--- config.mk ---
export PLATFORM = sky130hd
export DESIGN_NAME = flash_rd_arb
export DESIGN_NICKNAME = d
export VERILOG_FILES = /design/src/rtl/flash_rd_arb.sv
export SDC_FILE = /design/constraint.sdc
export NUM_CORES = 1
export LEC_CHECK = 0
export CAP_MARGIN = 10
export CORE_MARGIN = 10
export CORE_UTILIZATION = 35
export CTS_BUF_LIST = sky130_fd_sc_hd__clkbuf_2 sky130_fd_sc_hd__clkbuf_4 sky130_fd_sc_hd__clkbuf_8
export DETAILED_ROUTE_END_ITERATION = 8
export GPL_ROUTABILITY_DRIVEN = 0
export PLACE_DENSITY = 0.71
export RECOVER_POWER = 50
export SYNTH_ARGS = -nofsm -noshare
export SYNTH_HDL_FRONTEND = slang
export SYNTH_SLANG_ARGS = --single-unit
--- constraint.sdc ---
create_clock -name i_clk -period 1.73 [get_ports i_clk]
set_input_delay 0.346 -clock i_clk [delete_from_list [all_inputs] [get_ports i_clk]]
set_output_delay 0.346 -clock i_clk [all_outputs]
set_load 0.01 [all_outputs]
--- src/rtl/flash_rd_arb.sv ---
//------------------------------------------------------------------------------
// Module   : flash_rd_arb
// Brief    : Round-robin read arbiter and fixed-latency read controller placed
//            in front of a parallel flash. Maps PRG and CHR byte requests into
//            their own flash regions, holds a registered address for
//            ACC_CYCLES cycles, then captures the data and acks the requester.
// Revision : 1.0 - initial release
//------------------------------------------------------------------------------
`default_nettype none
`timescale 1ns/1ps

module flash_rd_arb #(
  parameter int unsigned ACC_CYCLES = 4,
  parameter logic [22:0] PRG_BASE   = 23'h000000,
  parameter logic [22:0] CHR_BASE   = 23'h400000
) (
  input  logic        i_clk,
  input  logic        i_rst_n,
  input  logic        i_prg_req,
  input  logic [21:0] i_prg_addr,
  output logic        o_prg_ack,
  output logic [7:0]  o_prg_data,
  input  logic        i_chr_req,
  input  logic [21:0] i_chr_addr,
  output logic        o_chr_ack,
  output logic [7:0]  o_chr_data,
  output logic [22:0] o_flash_addr,
  input  logic [7:0]  i_flash_q,
  output logic        o_busy
);

  typedef enum logic [1:0] {
    ST_IDLE   = 2'd0,
    ST_ACCESS = 2'd1,
    ST_DONE   = 2'd2
  } state_t;

  localparam logic       c_port_prg = 1'b0;
  localparam logic       c_port_chr = 1'b1;
  // Counter starts at ACC_CYCLES-1 so ACCESS lasts exactly ACC_CYCLES edges.
  localparam logic [3:0] c_cnt_load = 4'(ACC_CYCLES - 1);

  state_t      r_state;
  state_t      w_state_nxt;
  logic [3:0]  r_cnt;
  logic        r_port;
  logic        r_rr_last;
  logic [22:0] r_flash_addr;
  logic        r_prg_ack;
  logic        r_chr_ack;
  logic [7:0]  r_prg_data;
  logic [7:0]  r_chr_data;

  logic        w_grant;
  logic        w_grant_chr;
  logic        w_conflict;
  logic        w_access_end;
  logic [22:0] w_prg_flash_addr;
  logic [22:0] w_chr_flash_addr;

  // Region mapping; the 23-bit sum drops the carry so addresses wrap.
  assign w_prg_flash_addr = PRG_BASE + {1'b0, i_prg_addr};
  assign w_chr_flash_addr = CHR_BASE + {1'b0, i_chr_addr};

  assign w_conflict   = i_prg_req & i_chr_req;
  assign w_access_end = (r_state == ST_ACCESS) && (r_cnt == 4'd0);

  // State register.
  always_ff @(posedge i_clk or negedge i_rst_n) begin
    if (!i_rst_n) begin
      r_state <= ST_IDLE;
    end else begin
      r_state <= w_state_nxt;
    end
  end

  // Next-state and grant decode; arbitration happens only in IDLE.
  always_comb begin
    w_state_nxt = r_state;
    w_grant     = 1'b0;
    w_grant_chr = 1'b0;
    case (r_state)
      ST_IDLE: begin
        if (i_prg_req || i_chr_req) begin
          w_grant     = 1'b1;
          // CHR wins when alone, or on a conflict when PRG was served last.
          w_grant_chr = i_chr_req && (!i_prg_req || (r_rr_last == c_port_prg));
          w_state_nxt = ST_ACCESS;
        end
      end
      ST_ACCESS: begin
        if (r_cnt == 4'd0) begin
          w_state_nxt = ST_DONE;
        end
      end
      ST_DONE: begin
        w_state_nxt = ST_IDLE;
      end
      default: begin
        w_state_nxt = ST_IDLE;
      end
    endcase
  end

  // Address, counter, arbitration history and per-port ack/data registers.
  always_ff @(posedge i_clk or negedge i_rst_n) begin
    if (!i_rst_n) begin
      r_cnt        <= 4'd0;
      r_port       <= c_port_prg;
      r_rr_last    <= c_port_prg;
      r_flash_addr <= 23'h0;
      r_prg_ack    <= 1'b0;
      r_chr_ack    <= 1'b0;
      r_prg_data   <= 8'h00;
      r_chr_data   <= 8'h00;
    end else begin
      r_prg_ack <= w_access_end && (r_port == c_port_prg);
      r_chr_ack <= w_access_end && (r_port == c_port_chr);

      if (w_grant) begin
        r_flash_addr <= w_grant_chr ? w_chr_flash_addr : w_prg_flash_addr;
        r_cnt        <= c_cnt_load;
        r_port       <= w_grant_chr;
        // History only moves when a real conflict was resolved.
        if (w_conflict) begin
          r_rr_last <= w_grant_chr;
        end
      end else if ((r_state == ST_ACCESS) && (r_cnt != 4'd0)) begin
        r_cnt <= r_cnt - 4'd1;
      end

      if (w_access_end) begin
        if (r_port == c_port_chr) begin
          r_chr_data <= i_flash_q;
        end else begin
          r_prg_data <= i_flash_q;
        end
      end
    end
  end

  assign o_prg_ack    = r_prg_ack;
  assign o_chr_ack    = r_chr_ack;
  assign o_prg_data   = r_prg_data;
  assign o_chr_data   = r_chr_data;
  assign o_flash_addr = r_flash_addr;
  assign o_busy       = (r_state != ST_IDLE);

endmodule

`default_nettype wire

==> run metrics <==
largest family of logic cells by synthesized area=compound AO/OA/AOI/OAI gates; core area=around 0.0063 sq mm; internal cell power=around 3.9 mW; crit-path max FO=5; M2 GR Usage=approximately a fifth; post-synthesis sequential area ratio=between 50% and 60%; NumNets Final=around 380; largest net degree at the start of global routing=31; antenna cells=0; Core Rows=29; post-synthesis mux area share=a little under an eighth; final setup margin=-0.0122 ns; Post-Synth Adder-Cell Area=between 1 and 1.5%; CP endpoint kind=flip-flop; peak supply drop=894 uV; Net Sw Power=roughly 2.0 mW; relative slew slack=between 30% and 40%; # setup viols final=10; Fin Setup TNS=-0.0815 ns; GRT busiest layer=met2; CTS tree=yes; hold slack final=approximately 0.48 ns; met3 GRT Util=under 10%; Min-Delay Path Class=flip-flop to flip-flop; failing checks=setup timing; antenna viol nets, final=0; compound-gate portion of the synthesized area=about 16%; synthesized cell area=~0.0023 sq mm; clock root cell=clkbuf_8; Hold Vio Cnt, Final=0; Max-Cap Viols=0; EDFF count, synth=0; vias per inst=a little over 5; CP Class=flip-flop to flip-flop; Slew @ Worst Pin=between 0.9 and 1 ns; period utilization=101%; ys flop type=dfrtp_1; first-pass GRT wire length=approximately 11 mm; synth unique cells=26; simple-gate share of the synthesized area=between 10% and 20%; Synth-to-Final Area Change=60.7%; final worst path period need=around 1.7 ns; vias in the first global route=between 2,000 and 2,500; PwrDens=between 1500 and 2000 mW/mm^2; Clock Power Share=roughly 12%; fmax=approximately 570 MHz; Yosys reg bits=48; Pleak=~1.6 nW; RSZ-0062 raised after global routing=true; outcome=finished with violations; ratio of cells with drive above 1 in the final layout=approximately a fifth; drt drc=0; Via Count=2,063; worst-skew pair later-pin latency=between 0.2 and 0.3 ns; WP data arrival=1.92 ns; Seq pwr share=between 30% and 40%; HPWL after DPL=between 5 and 6 mm; syn_area_per_cell=11.0 sq um; met1 GRT Util=between 15 and 20%; Die Ht=just over 100 microns; Starting Density=35.9%; initial detailed-routing violation count=approximately 130; xor/xnor share of the synthesized area=less than 1%; overall routing resource usage=a little over an eighth; Pwr Total=about 6 mW; combinational share of power=between 50% and 60%; Placement Setup Slack=-0.0810 ns; WL per Instance=around 16 microns; total iterations of the first detailed-routing run=4; yosys synthesis warning count=0; CTS buffer count=5; initial antenna violation count=0; Clock Pin Slew Worst Setup and Hold Paths=~0.090 ns; I/O pins=a little under 100; H-tree depth=2; port buffer count=slightly below 100; Startpoint Class=flip-flop; clock buffer depth=2; CP required=1.91 ns; final instance area=about 0.0037 sq mm; sw frac=between 30% and 40%; Placement Cell Area=0.00346 sq mm; die area=around 0.01 sq mm; ys async rst share=100%; total wire length=6.62 mm; worst-case clock skew=approximately 0.0093 ns; clk sink count=48; grt ovf=0; Mapped Nets=about 270; register area=0.00120 sq mm; Die W=about 100 microns; Layout fillers=about 530; Max Slew Vio Count=0; cells after synthesis=between 200 and 250; area of the multi-input gates=a little over 900 sq um
[final cells by class]
class                      instances  area share [%]
clock inverter                     1           0.205
sequential                        48            32.8
inverter                          28            2.87
tap                               77            2.63
multi-input combinational        112            25.0
clock buffer                       7            2.46
timing repair buffer             129            34.1
[cell usage in the layout, fill, tap and decap left out, types with 2 or more instances in the layout]
cell type        Yosys  final
or4_4                0      2
nor3b_1              2      2
or3_1                2      2
clkdlybuf4s50_1      0     95
and3_1               2      2
buf_12               0      2
clkbuf_8             0      6
buf_6                2      5
o21ai_0             27     27
inv_1               28     26
o311ai_0            23     21
nor3_1               2      2
dfrtp_1             48     48
inv_2                0      2
buf_4                1     24
mux2i_1              2      2
mux2_4              16     16
o311ai_1             0      2
nand4_1             22     22
[what timing repair did]
action | in CTS | in global routing
hold buffers | 1 | 0
endpoints found under the setup margin | 17 | 18
endpoints found under the hold margin | 18 | 0
buffers inserted | 4 | 2
gates resized for setup | 15 | 2
pin swaps | 2 | 2
gates cloned | 2 | 0
[synthesized netlist by cell type, types with 2 or more instances]
cell type	instances	area, sq um
o21ai_0	27	135
o311ai_0	23	201
nand4_1	22	138
or3_1	2	12.5
nand2b_1	2	12.5
mux2_4	16	240
nor3_1	2	10.0
inv_1	28	105
mux2i_1	2	20.0
nor3b_1	2	15.0
dfrtp_1	48	1200
ha_1	2	25.0
and3_1	2	12.5
or4_1	2	15.0
buf_6	2	22.5
clkbuf_1	15	56.3
[logic make-up (layout without fill, tap and decap cells)]
group / count (synthesis) / after routing
AO/OA/AOI/OAI: 53 / 53
XOR/XNOR: 1 / 1
buffers and inverters: 47 / 165
flip-flops: 48 / 48
AND/OR/NAND/NOR: 38 / 38
multiplexers: 18 / 18
adder cells (fa/ha/maj): 2 / 2
[worst max-delay path: stages, from the launching register on]
cell	delay (ns)
dfrtp_1	0.40
inv_2	0.08
ha_4	0.15
nand2b_4	0.06
or4_4	0.49
buf_6	0.16
mux2_4	0.29
[path summary, 6_finish.rpt]
kind | slack [ns] | to | startpoint | depth (start not counted)
worst max-delay path | -0.01 | o_prg_data[1]$_DFFE_PN0P_ | r_cnt[0]$_DFFE_PN0P_ | 6
worst min-delay path | 0.48 | r_rr_last$_DFFE_PN0P_ | r_rr_last$_DFFE_PN0P_ | 1
worst max register to register | -0.01 | o_prg_data[1]$_DFFE_PN0P_ | r_cnt[0]$_DFFE_PN0P_ | 6
worst min register to register | 0.48 | r_rr_last$_DFFE_PN0P_ | r_rr_last$_DFFE_PN0P_ | 1
max in group asynchronous | 0.22 | o_flash_addr[12]$_DFFE_PN0P_ | i_rst_n | 3
min in group asynchronous | 0.73 | o_chr_ack$_DFF_PN0_ | i_rst_n | 2
[state kept, by name, summed over array words and instances (netlist names)]
| signal | flops |
|---|---|
| o_prg_ack | 1 |
| r_cnt | 4 |
| r_state | 2 |
| o_chr_ack | 1 |
| r_rr_last | 1 |
| o_chr_data | 8 |
| r_port | 1 |
| o_prg_data | 8 |
| o_flash_addr | 22 |
[metal layers]
metal	wire (microns)	up-vias
li1	-	993
met2	3100	74
met5	0	-
met3	698	6
met1	2770	990
met4	52	0
[metrics by stage]
stage | utilization (%) | std cells
5_1_grt | 57.8 | 402
6_report | 57.8 | 402
4_1_cts | 57.7 | 400
3_3_place_gp | 54.5 | 385
3_5_place_dp | 54.5 | 385
2_1_floorplan | - | 207
[power groups by stage]
stage	logic (mW)	clock network, mW	registers [mW]
6_report	3.25	0.693	2.01
4_1_cts	3.26	0.719	2.01
2_1_floorplan	1.23	0	2.19
3_3_place_gp	3.08	0	2.00
5_1_grt	3.54	0.774	2.08
3_5_place_dp	3.12	0	2.01
(Power assumes the default switching activity.)
